===== src/rtl/lfsr_burst_ctrl_if.sv =====
// lfsr_burst_ctrl_if: valid/ready bit stream from the LFSR controller to the detector
interface lfsr_burst_ctrl_if;
  logic bit_out;
  logic bit_valid;
  logic bit_ready;
  modport master(output bit_out, bit_valid, input bit_ready);
  modport slave(input bit_out, bit_valid, output bit_ready);
endinterface


===== src/rtl/lfsr_burst_ctrl.sv =====
// lfsr_burst_ctrl: burst sequencer around a 12-bit Fibonacci LFSR, one bit per handshake
module lfsr_burst_ctrl #(
  parameter int N = 12,
  parameter int CNT_W = 16,
  parameter logic [N-1:0] DEFAULT_SEED = 12'hC0D
) (
  input  logic                clk,
  input  logic                reset,
  input  logic                start,
  input  logic                seed_load,
  input  logic [N-1:0]        seed_in,
  input  logic [CNT_W-1:0]    burst_len,
  lfsr_burst_ctrl_if.master   bs,
  output logic                busy,
  output logic                done,
  output logic                wrap_tick,
  output logic [CNT_W-1:0]    step_count
);
  typedef enum logic [1:0] {IDLE, RUN, DONE} state_t;
  state_t state;
  logic [N-1:0] lfsr_reg, seed_reg, lfsr_next;
  logic [CNT_W-1:0] len_reg;
  assign lfsr_next = {lfsr_reg[N-2:0], lfsr_reg[0] ^ lfsr_reg[3] ^ lfsr_reg[5] ^ lfsr_reg[N-1]};
  assign busy = state == RUN;
  assign bs.bit_valid = state == RUN;
  assign bs.bit_out = lfsr_reg[N-1];
  always_ff @(posedge clk) begin
    if (reset) begin
      state <= IDLE;
      lfsr_reg <= DEFAULT_SEED;
      seed_reg <= DEFAULT_SEED;
      len_reg <= '0;
      step_count <= '0;
      done <= 1'b0;
      wrap_tick <= 1'b0;
    end else begin
      done <= 1'b0;
      wrap_tick <= 1'b0;
      case (state)
        IDLE: begin
          // an all-zero seed would lock the LFSR, so it is dropped
          if (seed_load && seed_in != '0) begin
            seed_reg <= seed_in;
            lfsr_reg <= seed_in;
          end
          if (start) begin
            len_reg <= burst_len;
            step_count <= '0;
            state <= burst_len == '0 ? DONE : RUN;
            done <= burst_len == '0;
          end
        end
        RUN: if (bs.bit_ready) begin
          lfsr_reg <= lfsr_next;
          step_count <= step_count + CNT_W'(1);
          wrap_tick <= lfsr_next == seed_reg;
          if (step_count + CNT_W'(1) == len_reg) begin
            state <= DONE;
            done <= 1'b1;
          end
        end
        default: state <= IDLE;
      endcase
    end
  end
endmodule

===== src/flat_wrapper.sv =====
// flat-port wrapper written by rule: the top's interface ports become plain ports
module lfsr_burst_ctrl_flat 
#(
  parameter int N = 12,
  parameter int CNT_W = 16,
  parameter logic [N-1:0] DEFAULT_SEED = 12'hC0D
)
  (clk, reset, start, seed_load, seed_in, burst_len, busy, done, wrap_tick, step_count, bs_bit_out, bs_bit_valid, bs_bit_ready);
  lfsr_burst_ctrl_if bs_i ();
  input  logic clk;
  input  logic reset;
  input  logic start;
  input  logic seed_load;
  input  logic [N-1:0] seed_in;
  input  logic [CNT_W-1:0] burst_len;
  output logic busy;
  output logic done;
  output logic wrap_tick;
  output logic [CNT_W-1:0] step_count;
  output wire logic [$bits(bs_i.bit_out)-1:0] bs_bit_out;
  output wire logic [$bits(bs_i.bit_valid)-1:0] bs_bit_valid;
  input wire logic [$bits(bs_i.bit_ready)-1:0] bs_bit_ready;
  assign bs_bit_out = bs_i.bit_out;
  assign bs_bit_valid = bs_i.bit_valid;
  assign bs_i.bit_ready = bs_bit_ready;
  lfsr_burst_ctrl #(.N(N), .CNT_W(CNT_W), .DEFAULT_SEED(DEFAULT_SEED)) u_core (.clk(clk), .reset(reset), .start(start), .seed_load(seed_load), .seed_in(seed_in), .burst_len(burst_len), .bs(bs_i), .busy(busy), .done(done), .wrap_tick(wrap_tick), .step_count(step_count));
endmodule

===== config.mk =====
export PLATFORM = sky130hd
export DESIGN_NAME = lfsr_burst_ctrl_flat
export DESIGN_NICKNAME = d
export VERILOG_FILES = /design/src/rtl/lfsr_burst_ctrl_if.sv /design/src/rtl/lfsr_burst_ctrl.sv /design/src/flat_wrapper.sv
export SDC_FILE = /design/constraint.sdc
export NUM_CORES = 1
export LEC_CHECK = 0
export CORE_MARGIN = 3
export CORE_UTILIZATION = 52
export CTS_BUF_LIST = sky130_fd_sc_hd__clkbuf_8 sky130_fd_sc_hd__clkbuf_16
export CTS_CLUSTER_DIAMETER = 120
export DETAILED_ROUTE_END_ITERATION = 6
export GPL_TIMING_DRIVEN = 0
export PLACE_DENSITY = 0.84
export SETUP_SLACK_MARGIN = 0.4
export SLEW_MARGIN = 20
export SYNTH_ARGS = -nofsm -noshare
export SYNTH_HDL_FRONTEND = slang
export SYNTH_SLANG_ARGS = --single-unit
export TNS_END_PERCENT = 10

===== constraint.sdc =====
create_clock -name clk -period 2.5 [get_ports clk]
set_input_delay 0.75 -clock clk [delete_from_list [all_inputs] [get_ports clk]]
set_output_delay 0.75 -clock clk [all_outputs]
set_load 0.05 [all_outputs]

==> results of run 1 <==
[worst max-delay path by stage]
stage,slack (ns),cells past startpoint,to,startpoint
2_1_floorplan,0.23,8,u_core.lfsr_reg[0]$_SDFFE_PP1P_,seed_in[2]
3_5_place_dp,-0.70,8,u_core.lfsr_reg[11]$_SDFFE_PP1P_,seed_in[3]
3_3_place_gp,-0.65,8,u_core.lfsr_reg[11]$_SDFFE_PP1P_,seed_in[3]
6_report,0.16,1,step_count[15],u_core.step_count[15]$_SDFFE_PP0P_
5_1_grt,0.13,1,step_count[15],u_core.step_count[15]$_SDFFE_PP0P_
4_1_cts,0.12,9,u_core.done$_SDFF_PP0_,u_core.step_count[0]$_SDFFE_PP0P_
[cell usage in the layout (no fill, tap or decap), drive strengths merged, types with 2 or more instances in the layout]
| cell | n |
|---|---|
| clkdlybuf4s15 | 7 |
| o21ai | 13 |
| mux2i | 7 |
| a31oi | 2 |
| xor2 | 14 |
| nor2b | 5 |
| a2111oi | 2 |
| xnor2 | 23 |
| clkdlybuf4s50 | 34 |
| nand4 | 7 |
| nand3 | 11 |
| a22oi | 2 |
| dlygate4sd2 | 8 |
| and2 | 2 |
| a211o | 5 |
| dfxtp | 60 |
| or2 | 3 |
| nor3 | 14 |
| and3 | 2 |
| clkbuf | 30 |
| a21oi | 30 |
| a21o | 2 |
| buf | 24 |
| a311oi | 12 |
| o311ai | 2 |
| nor4 | 12 |
| nor2 | 44 |
| inv | 4 |
| nand2 | 76 |
| nand2b | 4 |
[cells in the mapped netlist (all sizes together)]
master / n
dfxtp: 60
a211o: 5
mux2: 1
nor4: 12
o31ai: 1
buf: 10
or2: 3
ha: 1
or4: 1
nor3: 14
a31oi: 2
nand3: 11
and3b: 1
o2111ai: 1
inv: 3
a2111oi: 2
xnor2: 23
nand4: 7
a21oi: 30
and2: 2
and3: 2
nor2b: 5
a311oi: 12
a21o: 2
o21ai: 13
o311ai: 2
xor2: 14
nor3b: 1
mux2i: 7
clkbuf: 18
a2bb2oi: 1
a22oi: 2
nand2b: 4
nand2: 76
a32oi: 1
or3: 1
nor2: 44
and4: 1
o21a: 1
[through the flow]
step | setup WS, ns | cell area [sq um] | setup TNS (ns) | hold slack (ns)
6_report | 0.162 | 4220 | 0 | 0.469
3_5_place_dp | -0.704 | 3740 | -12.95 | 0.460
3_3_place_gp | -0.653 | 3740 | -11.61 | 0.453
2_1_floorplan | 0.228 | 3130 | 0 | 0.442
4_1_cts | 0.120 | 4070 | 0 | 0.469
5_1_grt | 0.130 | 4220 | 0 | 0.489
[what timing repair did]
item                       CTS  global route
pin swaps                    9             9
setup endpoints to repair   61            58
hold buffers                 0             0
buffers inserted             7             5
gates resized for setup     59            31
[power breakdown]
| part | switching, mW | total, mW | internal, mW | leakage [nW] |
|---|---|---|---|---|
| combinational | 0.232 | 0.423 | 0.191 | 1.06 |
| sequential | 0.0540 | 1.06 | 1.01 | 0.498 |
| clock | 0.382 | 0.809 | 0.427 | 0.0918 |
| total | 0.669 | 2.29 | 1.63 | 1.65 |
[final cells by class]
type,count,area share (%)
multi-input combinational,306,45.7
sequential,60,29.0
timing repair buffer,64,14.5
buffer,28,4.30
clock buffer,12,3.92
tap,72,2.14
clock inverter,2,0.267
inverter,3,0.267
[layer usage]
layer	GRT usage, %	up-vias
met5	0	-
met4	12.9	0
met3	4.56	30
met2	40.0	161
met1	35.3	1525
li1	-	1530
[logic make-up (layout without fill, tap and decap cells)]
logic type	Yosys count	in the layout	share of synthesized area [%]
buffers and inverters	31	109	4.67
xor gates and xnor gates	37	37	10.4
DFF	60	60	38.7
adders and majority gates	1	1	0.403
AOI/OAI and AO/OA	75	75	15.8
and+or+nand+nor	185	185	27.4
muxes	8	8	2.62
==> metrics, run 1 <==
status complete, but fails checks; failing checks design-rule violations; Min-Delay Path Depth 2; Clock H-tree levels 3; grt ovf 0; PD cells 544 nW/um^2; maxcap violations 0; IO Count 54; crit path kind reg -> out; delay of the slowest cell on the worst path 0.84 ns; largest area contributor in the netlist dfxtp_1; critical path fanouts, max 4; die area 6940 sq um; Final setup viols 0; via/cell ratio 5.93; Max IR drop VDD 0.000308 V; global-route wire length before repair 14.5 mm; placed cell count 521; delay-heaviest family, CP buffers and inverters; crit path DAT 1.59 ns; CP cell instances clkdlybuf4s50_1; Hold Crit Endpoint u_core.len_reg[9]$_SDFFE_PP0P_; area of the multi-input gates 1930 sq um; Synth area leaders dfxtp_1 39%, nand2_1 9.1%, xnor2_1 6.5%; synthesized area 3110 sq um; Mapped Nets 431; clk_skew 0.00941 ns; CTS tree built; Synth Register Bits 60; Startpoint Class flip-flop; clk_lat worst skew 0.34 ns; total length of routed wires 9.30 mm; non-filler instance count after layout 547; pin count of the biggest net entering global routing 12; fin crit share 93.5%; clock tree sinks 60; final hold vios 0; vias in the first global route 3015; Starting Density 55.0%; share of cells above drive strength 1 18.3%; number of CTS-inserted buffers 9; Max clock buf depth 2; GR Util All Layers 26.1%; Die Width 83.3 um; critical path's slowest cell clkdlybuf4s50_1; Netlist cell types 49; WP buf/inv 1; endpoint type of the worst setup path primary output; PortBufs 52; Post-DRT Antenna Nets 0; met2 wire length 4.24 mm; FF-to-FF setup slack 0.23 ns; Hold Startpoint u_core.len_reg[9]$_SDFFE_PP0P_; hpwl dp 6.26 mm; Synth warnings 0; filler instances 426; Area growth syn-to-layout 35.7%; Reg2Reg Launch Point u_core.step_count[2]$_SDFFE_PP0P_; critical path required time 1.75 ns; Rows 27; metal3 WL 636 um; Pre-Repair DR Iteration Count 7; vias 3246; chip height 83.3 um; RSZ-0062 raised after global routing true; Worst-Margin Slew 0.664 ns; register area 1220 sq um; Worst Hold Class reg -> reg; initial antenna violation count 0; Pins Over Slew Limit 0; RR Endpoint u_core.done$_SDFF_PP0_; Final Util 74.7%; DRT met1 WL 4.16 mm; fmax 428 MHz; total power draw 2.29 mW; drt wl/cell 17.0 um; DRC 2; CTS Root Cell clkbuf_8; Avg Inst Size Synth 7.82 sq um; Ant. Diodes 0; Clock Pin Slew Worst Setup and Hold Paths 0.07 ns; Final nets 506; Mapped Cells 397; area share of the largest cell type after synthesis 38.7%; GP Congestion 0.927; Initial DRC Count 376; register area share after synthesis 38.7%; core area 5640 sq um; Final Critical Period 2.34 ns; Max Used Layer met4; reg2reg path depth 9; Leak Pwr 1.65 nW; Slew HR 55.1%
Power figures use the tool's default switching activity.
==> inputs of run 2 (changes only) <==
--- a/config.mk
+++ b/config.mk
@@ -12,8 +12,7 @@
 export DETAILED_ROUTE_END_ITERATION = 6
 export GPL_TIMING_DRIVEN = 0
 export PLACE_DENSITY = 0.84
-export SETUP_SLACK_MARGIN = 0.4
-export SLEW_MARGIN = 20
+export SLEW_MARGIN = 30
 export SYNTH_ARGS = -nofsm -noshare
 export SYNTH_HDL_FRONTEND = slang
 export SYNTH_SLANG_ARGS = --single-unit
==> run 2 against run 1 <==
  * Die area stayed put
  * Flip-flop and latch count unchanged
  * Final area decreased by 2.2%
  * Via count is 2.2% lower
  * Sequential share of layout area rose by 0.33 points
  * Clock skew rose by 0.0013 ns
  * Critical endpoint is now busy
  * Register-to-register slack worse by 0.06 ns
  * Maximum frequency decreased by 4.9%
  * Final cell count decreased by 0.37%
  * Hold slack gained 0.0021 ns
  * Core utilization down 1.7 points
  * The run now ends clean
==> metrics, run 2 (synthesized netlist as in run 1, its figures left out) <==
status complete, no violations; Worst Hold Class reg -> reg; clock tree sinks 60; final setup TNS 0 ns; Max IR drop VDD 0.000373 V; Pins Over Slew Limit 0; Clock H-tree levels 3; grt ovf 0; number of CTS-inserted buffers 9; Final nets 502; PD cells 584 nW/um^2; CTS Root Cell clkbuf_8; Slew HR 62.0%; crit path DAT 1.71 ns; share of cells above drive strength 1 13.1%; reg2reg path depth 9; Startpoint Class flip-flop; Pre-Repair DR Iteration Count 5; worst hold slack 0.471 ns; endpoint type of the worst setup path primary output; RSZ-0062 raised after global routing true; Final Util 73.1%; Min-Delay Path Depth 2; crit path kind reg -> out; final hold vios 0; post-cts hold buffer count 0; Final setup viols 0; Rows 27; pin count of the biggest net entering global routing 12; CTS tree built; register area 1210 sq um; pre-CTS WS -0.620 ns; Final Critical Period 2.46 ns; Reg2Reg Launch Point u_core.step_count[0]$_SDFFE_PP0P_; fin crit share 98.4%; Initial DRC Count 338; Leak Pwr 1.55 nW; clk_lat worst skew 0.34 ns; vias in the first global route 2828; filler instances 436; fmax 407 MHz; IO Count 54; Starting Density 55.0%; hpwl dp 6.07 mm; maxcap violations 0; PortBufs 52; Final WS setup 0.0409 ns; Ant. Diodes 0; Post-DRT Antenna Nets 0; Max clock buf depth 2; GR Util All Layers 24.8%; core area 5640 sq um; clk_skew 0.0107 ns; die area 6940 sq um; FF-to-FF setup slack 0.17 ns; GP Congestion 0.918; critical path required time 1.75 ns; Clock Pin Slew Worst Setup and Hold Paths 0.07 ns; chip height 83.3 um; vias 3173; Die Width 83.3 um; commonest non-fill, non-tap cell in the layout nand2_1; global-route wire length before repair 13.9 mm; Worst-Margin Slew 0.564 ns; Hold Startpoint u_core.len_reg[15]$_SDFFE_PP0P_; via/cell ratio 5.82; Hold Crit Endpoint u_core.len_reg[15]$_SDFFE_PP0P_; commonest non-fill, non-tap cells in the layout 75 x nand2_1, 57 x dfxtp_1, 49 x clkdlybuf4s50_1, 43 x nor2_1, 30 x a21oi_1; area of the multi-input gates 1880 sq um; RR Endpoint u_core.state[0]$_SDFFE_PP0P_; total length of routed wires 8.61 mm; initial antenna violation count 0; DRC 0; critical path fanouts, max 11; drt wl/cell 15.8 um; Area growth syn-to-layout 32.7%
## run 2: area by class of cell
type,count,share of cell area (%)
Clock inverter,7,2.06
Buffer,27,3.37
Inverter,3,0.273
Multi-Input combinational cell,306,45.7
Sequential cell,60,29.3
Tap cell,72,2.19
Timing Repair Buffer,61,14.1
Clock buffer,9,3.01
## run 2: worst max path at each step
stage                                       end                               from  slack, ns  depth (start not counted)
6_report                                   busy       u_core.state[1]$_SDFFE_PP0P_       0.04                          5
5_1_grt                                    busy       u_core.state[1]$_SDFFE_PP0P_      -0.05                          5
4_1_cts         u_core.lfsr_reg[0]$_SDFFE_PP1P_                         seed_in[6]      -0.04                          9
3_5_place_dp   u_core.lfsr_reg[11]$_SDFFE_PP1P_                         seed_in[3]      -0.62                          8
3_3_place_gp   u_core.lfsr_reg[11]$_SDFFE_PP1P_                         seed_in[3]      -0.65                          8
2_1_floorplan      u_core.state[0]$_SDFFE_PP0P_  u_core.step_count[5]$_SDFFE_PP0P_       0.01                          8
## run 2: timing repair
item                       CTS  global route
setup endpoints to repair   17            17
buffers inserted             0             9
pin swaps                    1             7
resized for setup           20            21
## run 2: worst max-delay path, stage by stage, from the launching register on
cell	delay, ns
dfxtp_1	0.33
nand2b_1	0.22
inv_2	0.15
buf_2	0.27
buf_4	0.16
buf_2	0.25
## run 2: stage by stage
step	power (mW)	cell area [sq um]	cells
floorplan	1.32	3110	397
global placement	1.46	3720	521
detailed placement	1.46	3720	521
CTS	2.40	4010	537
global route	2.50	4120	545
finish	2.41	4120	545
## run 2: per-layer routing
| layer | GRT usage [%] | wire, um | up-vias |
|---|---|---|---|
| li1 | - | - | 1531 |
| met4 | 12.0 | 228 | 0 |
| met1 | 35.3 | 3850 | 1457 |
| met3 | 5.36 | 739 | 26 |
| met2 | 35.1 | 3790 | 159 |
| met5 | 0 | 0 | - |
## run 2: where the power goes
group	internal (mW)	switching, mW	total (mW)
sequential	1.01	0.0528	1.06
clock	0.551	0.384	0.934
combinational	0.183	0.227	0.410
total	1.74	0.664	2.41
==> inputs of run 3 (changes only) <==
--- a/config.mk
+++ b/config.mk
@@ -7,12 +7,10 @@
 export LEC_CHECK = 0
 export CORE_MARGIN = 3
 export CORE_UTILIZATION = 52
-export CTS_BUF_LIST = sky130_fd_sc_hd__clkbuf_8 sky130_fd_sc_hd__clkbuf_16
 export CTS_CLUSTER_DIAMETER = 120
 export DETAILED_ROUTE_END_ITERATION = 6
 export GPL_TIMING_DRIVEN = 0
 export PLACE_DENSITY = 0.84
-export SLEW_MARGIN = 30
 export SYNTH_ARGS = -nofsm -noshare
 export SYNTH_HDL_FRONTEND = slang
 export SYNTH_SLANG_ARGS = --single-unit
==> run 3 against run 2 <==
  * Sequential power about the same
  * Routed wire length rose by 0.83%
  * Via count down 0.16%
  * Combinational power hardly changed
  * Non-clock buffer count stayed put
  * Hold slack worse by 0.0016 ns
  * Power up 0.78%
  * Maximum frequency down 0.22%
  * Setup slack lost 0.0053 ns
  * Critical path type unchanged
  * Highest routed layer unchanged
==> metrics, run 3 (synthesized netlist as in run 1, its figures left out) <==
crit path kind reg -> out; Starting Density 55.0%; Hold Startpoint u_core.len_reg[15]$_SDFFE_PP0P_; PortBufs 52; Rows 27; initial antenna violation count 0; Final Util 73.1%; maxcap violations 0; reg2reg path depth 9; status complete, no violations; RSZ-0062 raised after global routing true; share of cells above drive strength 1 13.1%; die area 6940 sq um; CTS tree built; crit path DAT 1.71 ns; total length of routed wires 8.68 mm; fmax 406 MHz; Pre-Repair DR Iteration Count 5; Ant. Diodes 0; worst hold slack 0.470 ns; global-route wire length before repair 13.9 mm; Max clock buf depth 2; Initial DRC Count 347; IO Count 54; commonest non-fill, non-tap cell in the layout nand2_1; Post-DRT Antenna Nets 0; clock tree sinks 60; Max IR drop VDD 0.000373 V; CTS Root Cell clkbuf_8; via/cell ratio 5.81; vias 3168; number of CTS-inserted buffers 9; FF-to-FF setup slack 0.16 ns; Switch Pwr 670 uW; vias in the first global route 2828; Comb pwr share 16.9%; Leak Pwr 1.54 nW; fin crit share 98.6%; pin count of the biggest net entering global routing 12; critical path required time 1.75 ns; drt wl/cell 15.9 um; Worst Hold Class reg -> reg; Int Power 1.75 mW; chip height 83.3 um; commonest non-fill, non-tap cells in the layout 75 x nand2_1, 57 x dfxtp_1, 49 x clkdlybuf4s50_1, 43 x nor2_1, 30 x a21oi_1; clk_skew 0.00951 ns; Min-Delay Path Depth 2; Flop pwr share 43.8%; Slew HR 62.0%; total power draw 2.42 mW; Hold Crit Endpoint u_core.len_reg[15]$_SDFFE_PP0P_; filler instances 436; Clock H-tree levels 3; Startpoint Class flip-flop; final hold vios 0; Die Width 83.3 um; grt ovf 0; Area growth syn-to-layout 32.7%; RR Endpoint u_core.state[0]$_SDFFE_PP0P_; DRC 0; sw frac 27.6%; Pins Over Slew Limit 0; endpoint type of the worst setup path primary output; Reg2Reg Launch Point u_core.step_count[0]$_SDFFE_PP0P_; GR Util All Layers 24.8%; Final nets 502; core area 5640 sq um; PD cells 588 nW/um^2; Final setup viols 0; clock power share 39.3%; hpwl dp 6.07 mm; Clock Pin Slew Worst Setup and Hold Paths 0.07 ns; GP Congestion 0.918; Final Critical Period 2.46 ns; critical path fanouts, max 11; clk_lat worst skew 0.34 ns; Worst-Margin Slew 0.564 ns
## run 3: cell types whose count changed in the layout (fill, tap and decap cells not counted), sizes merged
cell    previous run  this run
inv                6         3
clkbuf            25        28
## run 3: worst max-delay path by stage
stage / start / end / slack [ns] / cells after the start
after floorplan: u_core.step_count[5]$_SDFFE_PP0P_ / u_core.state[0]$_SDFFE_PP0P_ / 0.01 / 8
after global placement: seed_in[3] / u_core.lfsr_reg[11]$_SDFFE_PP1P_ / -0.65 / 8
after detailed placement: seed_in[3] / u_core.lfsr_reg[11]$_SDFFE_PP1P_ / -0.62 / 8
after CTS: seed_in[6] / u_core.lfsr_reg[0]$_SDFFE_PP1P_ / -0.04 / 9
after global routing: u_core.state[1]$_SDFFE_PP0P_ / busy / -0.05 / 5
final: u_core.state[1]$_SDFFE_PP0P_ / busy / 0.04 / 5
## run 3: final cells by class
class | instances | area [sq um] | area share (%)
Tap cell | 72 | 90.1 | 2.19
Multi-Input combinational cell | 306 | 1880 | 45.7
Clock buffer | 12 | 135 | 3.28
Clock inverter | 4 | 73.8 | 1.79
Timing Repair Buffer | 61 | 581 | 14.1
Inverter | 3 | 11.3 | 0.273
Sequential cell | 60 | 1210 | 29.3
Buffer | 27 | 139 | 3.37
## run 3: power groups by stage
| stage | sequential [mW] | clock [mW] | combinational (mW) |
|---|---|---|---|
| floorplan | 1.08 | 0 | 0.247 |
| global placement | 1.08 | 0 | 0.376 |
| detailed placement | 1.08 | 0 | 0.382 |
| CTS | 1.06 | 0.955 | 0.395 |
| global route | 1.07 | 1.00 | 0.448 |
| finish | 1.06 | 0.952 | 0.411 |
## run 3: worst max-delay path, cell delays in order, from the launching register on
cell      delay (ns)
dfxtp_1         0.33
nand2b_1        0.22
inv_2           0.15
buf_2           0.27
buf_4           0.16
buf_2           0.25
## run 3: metal layers
metal  vias to the layer above  global-route usage (%)  share of wire (%)
li1                       1531                       -                  -
met1                      1461                    35.3                 45
met2                       150                    35.1                 44
met3                        26                    5.36                8.2
met4                         0                    12.0                2.8
met5                         -                       0                  0
## run 3: stage by stage
step / area, sq um / instances / setup slack [ns] / setup TNS (ns)
after CTS: 4010 / 537 / -0.0358 / -0.0358
after global placement: 3720 / 521 / -0.646 / -11.78
after floorplan: 3110 / 397 / 0.0107 / 0
final: 4120 / 545 / 0.0356 / 0
after detailed placement: 3720 / 521 / -0.620 / -11.27
after global routing: 4120 / 545 / -0.0463 / -0.0925
## run 3: repair_timing
action,CTS,global route
pin swaps,1,7
resized for setup,20,21
buffers inserted,0,9
setup endpoints to repair,16,17
hold buffers,0,0
